===== src/rtl/pll_lock_supervisor.sv =====
// pll_lock_supervisor: debounces PLL lock, sequences downstream reset/ready, counts lock losses, emits aligned clock enables.
// Optional lock timeout enabled by defining PLL_LOCK_SUPERVISOR_TIMEOUT_EN.
module pll_lock_supervisor #(
   parameter int                    N_CH           = 2,
   parameter int                    DIV_W          = 16,
   parameter logic [N_CH*DIV_W-1:0] DIV_LIST       = {16'd7200, 16'd72},
   parameter int                    STABLE_CYCLES  = 1024,
   parameter int                    CNT_W          = 8,
   parameter int                    TIMEOUT_CYCLES = 1000000
) (
   input  logic             clock_in,
   input  logic             resetb,
   input  logic             pll_locked,
   input  logic             clear_count,
   output logic             rst_out_n,
   output logic             ready,
   output logic [N_CH-1:0]  ce,
   output logic [CNT_W-1:0] loss_count,
   output logic             lock_timeout
);
   localparam int SW = $clog2(STABLE_CYCLES + 1);
   typedef enum logic [1:0] {WAIT_LOCK, STABILIZE, RUN} state_t;
   state_t           r_state;
   logic             r_s1, r_lock_s, r_rst_n, r_ready;
   logic [SW-1:0]    r_stab;
   logic [N_CH-1:0]  r_ce;
   logic [CNT_W-1:0] r_loss;
   logic [DIV_W-1:0] r_div  [N_CH];
   logic [DIV_W-1:0] w_last [N_CH];
   logic             w_run, w_loss_ev;
   assign w_run     = r_state == RUN;
   assign w_loss_ev = w_run && !r_lock_s;
   // a zero divisor behaves like one: terminal count 0, strobe every RUN cycle
   for (genvar g = 0; g < N_CH; g++) begin : g_last
      assign w_last[g] = (DIV_LIST[g*DIV_W +: DIV_W] == '0) ? '0 : DIV_LIST[g*DIV_W +: DIV_W] - DIV_W'(1);
   end
   always_ff @(posedge clock_in or negedge resetb) begin
      if (!resetb) begin
         r_state  <= WAIT_LOCK;
         r_s1     <= 1'b0;
         r_lock_s <= 1'b0;
         r_stab   <= '0;
         r_rst_n  <= 1'b0;
         r_ready  <= 1'b0;
         r_ce     <= '0;
         r_loss   <= '0;
         for (int i = 0; i < N_CH; i++) r_div[i] <= '0;
      end else begin
         r_s1     <= pll_locked;
         r_lock_s <= r_s1;
         r_rst_n  <= w_run;
         r_ready  <= w_run;
         case (r_state)
            WAIT_LOCK: if (r_lock_s) begin
               r_stab  <= '0;
               r_state <= (STABLE_CYCLES <= 1) ? RUN : STABILIZE;
            end
            STABILIZE: if (!r_lock_s) begin
               r_stab  <= '0;
               r_state <= WAIT_LOCK;
            end else begin
               r_stab <= r_stab + SW'(1);
               if (32'(r_stab) + 2 >= STABLE_CYCLES) r_state <= RUN;
            end
            RUN: if (!r_lock_s) r_state <= WAIT_LOCK;
            default: r_state <= WAIT_LOCK;
         endcase
         for (int i = 0; i < N_CH; i++) begin
            r_div[i] <= (w_run && r_div[i] != w_last[i]) ? r_div[i] + DIV_W'(1) : '0;
            r_ce[i]  <= w_run && r_div[i] == w_last[i];
         end
         r_loss <= clear_count ? CNT_W'(w_loss_ev) :
                   (w_loss_ev && r_loss != '1) ? r_loss + CNT_W'(1) : r_loss;
      end
   end
   assign rst_out_n  = r_rst_n;
   assign ready      = r_ready;
   assign ce         = r_ce;
   assign loss_count = r_loss;
`ifdef PLL_LOCK_SUPERVISOR_TIMEOUT_EN
   localparam int TW = $clog2(TIMEOUT_CYCLES + 1);
   logic [TW-1:0] r_to;
   logic          r_timeout;
   always_ff @(posedge clock_in or negedge resetb) begin
      if (!resetb) begin
         r_to      <= '0;
         r_timeout <= 1'b0;
      end else if (w_run) begin
         r_to      <= '0;
         r_timeout <= 1'b0;
      end else if (r_to != TW'(TIMEOUT_CYCLES)) begin
         r_to <= r_to + TW'(1);
      end else begin
         r_timeout <= 1'b1;
      end
   end
   assign lock_timeout = r_timeout;
`else
   // constant 0; the comparison only keeps the parameter referenced
   assign lock_timeout = TIMEOUT_CYCLES < 0;
`endif
endmodule

===== config.mk =====
export PLATFORM = sky130hd
export DESIGN_NAME = pll_lock_supervisor
export DESIGN_NICKNAME = d
export VERILOG_FILES = /design/src/rtl/pll_lock_supervisor.sv
export SDC_FILE = /design/constraint.sdc
export NUM_CORES = 1
export LEC_CHECK = 0
export CAP_MARGIN = 10
export CORE_ASPECT_RATIO = 0.7
export CORE_MARGIN = 3
export CORE_UTILIZATION = 59
export CTS_BUF_LIST = sky130_fd_sc_hd__clkbuf_8 sky130_fd_sc_hd__clkbuf_16
export DETAILED_ROUTE_END_ITERATION = 10
export PLACE_DENSITY = 0.81
export REMOVE_ABC_BUFFERS = 1
export SLEW_MARGIN = 10
export SYNTH_ARGS = -nofsm -noshare
export SYNTH_HDL_FRONTEND = slang
export SYNTH_SLANG_ARGS = --single-unit

===== constraint.sdc =====
create_clock -name clock_in -period 2 [get_ports clock_in]
set_input_delay 0.2 -clock clock_in [delete_from_list [all_inputs] [get_ports clock_in]]
set_output_delay 0.2 -clock clock_in [all_outputs]
set_load 0.02 [all_outputs]

-- After elaboration in Yosys (flattened, before gate mapping)
Cells that the tools add are included.
- logic and storage cells: 49
- flip-flop bits (word level): 58
- output and inout bits: 13
- input port bits: 4
- reductions and logical operators: 12
- add/sub/neg operators: 5
- mux-type cells: 12
- $lt $le $gt $ge: 1
- equality and inequality tests: 10
- operators by type and width (cell ; number):
    $add A16 B1 Y16 const B ; 2
    $mux W16 ; 2
    $mux W11 ; 2
    $pmux W11 S2 ; 1
    $eq A16 B13 Y1 const B ; 1
    $eq A16 B7 Y1 const B ; 1
    $mux W8 ; 2
    $ne A16 B13 Y1 const B ; 1
    $ne A16 B7 Y1 const B ; 1
    $add A11 B2 Y12 const B ; 1
    $ge A12 B11 Y1 const B ; 1
    $add A11 B1 Y11 const B ; 1
    $add A8 B1 Y8 const B ; 1
    $mux W2 ; 4
    $ne A8 B8 Y1 const B ; 1
    $logic_and A1 B1 Y1 ; 6
    $pmux W2 S3 ; 1
    $ne A2 B2 Y1 const B ; 2
    $reduce_bool A2 Y1 ; 2
    $ne A3 B3 Y1 const B ; 1
    $reduce_and A3 Y1 ; 1
    $eq A2 B1 Y1 const B ; 1
    $eq A2 B2 Y1 const B ; 1
    $logic_not A2 Y1 ; 1
    other kinds (2) ; 2

-- Longest topological paths before layout
- depth after elaboration: 5
- gate-level depth with buffers: 6
- depth with buffers taken out: 5

-- Worst setup path before layout
No wires, ideal clock.
- path type: flip-flop to flip-flop
- start point: reg r_div[13] in the netlist's numbering
- end point: reg r_div[7] in the netlist's numbering
- buffers on the path: 1
- required time: 1881 ps
- stages on the path, launching flop included: 6
- slack: 204 ps
- setup time: 119 ps
- data arrival time: 1678 ps
- clock period less this slack: 1796 ps
- cell sequence: dfrtp_1 or4_1 or4_4 nand2_4 buf_8 nor2_1
- cells in the longest elaborated chain, start to end: 3
- ends and longest elaborated chain (element ; line ; text):
    start, declared ; 28 ; logic [DIV_W-1:0] r_div [N_CH];
    start signal, assigned by index ; 69 ; r_div[i] <= (w_run && r_div[i] != w_last[i]) ? r_div[i] + DIV_W'(1) : '0;
    $ne A16 B13 Y1 ; 69 ;
    $logic_and A1 B1 Y1 ; 69 ;
    $mux W16 ; 69 ;
No other way between the ends.
A chain may end at the register's enable or synchronous reset.

-- Final worst setup path
- start point: reg r_div[13] in the netlist's numbering
- end point: reg r_div[10] in the netlist's numbering
The elaborated chain is that of the path after synthesis.

==> results.toml <==
[status]
status = "completed"

[critical_path]
critPathTopFamily = "simple AND/OR/NAND/NOR gates"
slowest_delay_ns = 0.55
critPathKind = "reg -> reg"
cp.arrival_ns = 2.07
worst-path-buf-inv = 0
worst_ep_required_time_ns = 2.23
end_kind = "flop"
path_max_fanout = 13
slowest_stage = "or4_4"
path_cells = "or4_1 -> or4_4 -> nand2_4 -> nor2_1"
crit_path_start_kind = "flop"

[power]
vdd.ir_drop.worst_mv = 0.5042
p_leak_nw = 1.366
clockPowerShare_pct = 36.4
p_sw_share_pct = 30.35
powerDensity_mw_per_mm2 = 866.1
seqPwrFrac_pct = 47.0
p_int_w = 0.002000
p_comb_share_pct = 16.6
switchingPower_w = 0.0008712

[drt]
vias = 2206
wl_um = 5334
routedWlPerCell_um = 13.78
antenna_left = 0
vias_per_cell = 5.700
drt-initial-drc-count = 133
drtPass1Iterations = 4
drc = 0

[global_route]
grt_usage_pct = 22.02
grt_max_degree = 34
antenna_found_initial = 0
grt-ovfl-total = 0
grt_pass1_wl_um = 9701
grt_pass1_vias = 2156

[placement]
dp_hpwl_um = 3594
place_inst = 370
routabilityCongestion = 0.8406
post-place-ws_ns = 0.1761
port_buffers = 15

[synthesis]
async_flop_share_pct = 100.0
syn_inst = 294
synth_cell_types = 42
synth_area_mm2 = 0.002884
ys.flop_type = "dfrtp_1"
ys_seq_elements = 58
yosys.area.top_type = "dfrtp_1"
seq_area_frac_synth_pct = 50.33
syn_area_per_cell_um2 = 9.810
synth_area_leaders = "dfrtp_1 (50%), xnor2_1 (5.5%), nor2_1 (4.8%)"
synth_edf_count = 0
synth_warnings = 0
synth_top_cell_area_share_pct = 50.33

[clock_tree]
clock_latency_ns = 0.34
cts_max_path_buffers = 2
cts_max_level = 3
post_cts_resized = 0
clock-sinks = 58
clk_pin_slew_ns = 0.07
root_buffer = "clkbuf_8"
ctsHoldBuffers = 1
cts_tree = "built"
numCtsBuffers = 9
postCtsSetupBuffers = 0

[cells_and_area]
drive_gt1_share_pct = 8.411
register_area_mm2 = 0.001451
multi_input_area_mm2 = 0.001346
n_antenna_cell = 0
final_cell_mix = "dfrtp_1 (58), nor2_1 (37), nand3_1 (20), xnor2_1 (18), o21ai_0 (17)"
nNetsFinal = 327
fin_util_pct = 73.18
final_cells = 387
area_growth_syn_to_layout_pct = 14.92
n_fill_cell = 323
final_common_cell = "dfrtp_1"

[timing]
fin_hold_ws_ns = 0.2949
skew_ns = 0.004514
fin_crit_ns = 1.842
fmax_mhz = 542.9
hold_viol_final = 0
fin_setup_tns_ns = 0
finalSetupViolCount = 0
period_share_pct = 92.09
finalWorstSetupSlack_ns = 0.1582
relSlewSlack_pct = 62.76
tightest_slew_ns = 0.5587
final_max_slew_viol_count = 0
grt_setup_unrepaired = "false"

[floorplanning]
die_h_um = 64.50
ioPinCount = 17
rows = 20
start_util_pct = 63.67
die_area_mm2 = 0.005776
dieWidth_um = 89.57
coreArea_mm2 = 0.004529

[job]
cap_violations = 0

[worst_hold_path]
hold_class = "in -> reg"
[state kept, by name, summed over array words and instances (netlist names)]
| register | flops |
|---|---|
| ce | 2 |
| loss_count | 8 |
| r_div | 32 |
| r_lock_s | 1 |
| r_s1 | 1 |
| r_stab | 11 |
| r_state | 2 |
| ready | 1 |
[stage by stage]
step	area, µm²	power [W]
global route	3314	0.003024
floorplan	2824	0.001630
CTS	3314	0.002902
finish	3314	0.002871
global placement	3109	0.001829
detailed placement	3109	0.001844
[final timing paths]
path | start | endpoint | slack [ns] | depth (start not counted)
worst min register to register | r_s1 | r_lock_s | 0.36 | 0
worst max register to register | r_div[13] | r_div[10] | 0.16 | 4
worst min-delay path | pll_locked | r_s1 | 0.29 | 1
min in group asynchronous | resetb | r_div[16] | 0.38 | 2
max in group asynchronous | resetb | r_stab[1] | 1.05 | 3
worst max-delay path | r_div[13] | r_div[10] | 0.16 | 4
[layer usage]
metal	global-route usage (%)	part of all wire (%)	vias to the layer above
li1	-	-	1098
met1	30.92	51	1045
met2	31.30	42	55
met3	8.513	5.4	8
met4	7.063	1.5	0
met5	0	0	-
[cell usage after synthesis, drive strengths merged (5+ instances only)]
cell type and instances:
nand4 12, or4 6, xnor2 18, o21ai 18, nand3 20, and4 5, xor2 9, clkbuf 6
dfrtp 58, ha 7, nor3 9, nor2 37, and3 7, buf 5, inv 7, o31ai 7
nand2 15, nor4 10, a21oi 10
[worst register-to-register path, cell delays in order (launching register included)]
cell and delay [ns]:
dfrtp_1 0.42, or4_1 0.52, or4_4 0.55, nand2_4 0.17, nor2_1 0.07
[power groups by stage]
stage               registers, W  clock network [W]  logic (W)
floorplan                0.00138                  0   0.000254
global placement         0.00137                  0   0.000463
detailed placement       0.00137                  0   0.000475
CTS                      0.00135            0.00107   0.000480
global route             0.00136            0.00113   0.000529
finish                   0.00135            0.00105   0.000475
[cells by family (layout without fill, tap and decap cells)]
group	after synthesis	after routing	synth area share [%]
fa+ha+maj	7	7	3.037
mux	2	2	0.6942
other cells	1	1	0.1300
compound gates	45	45	9.414
buf+inv	18	45	2.993
xor+xnor	27	27	8.200
flops	58	58	50.33
simple gates	136	136	25.21
[final cells by class]
cell class | count | area share [%]
sequential | 58 | 43.79
inverter | 7 | 0.7928
timing repair buffer | 22 | 6.418
multi-input combinational | 218 | 40.62
tap | 66 | 2.492
clock buffer | 9 | 3.737
clock inverter | 7 | 2.152
No activity file was read; power rests on OpenSTA's default activity.
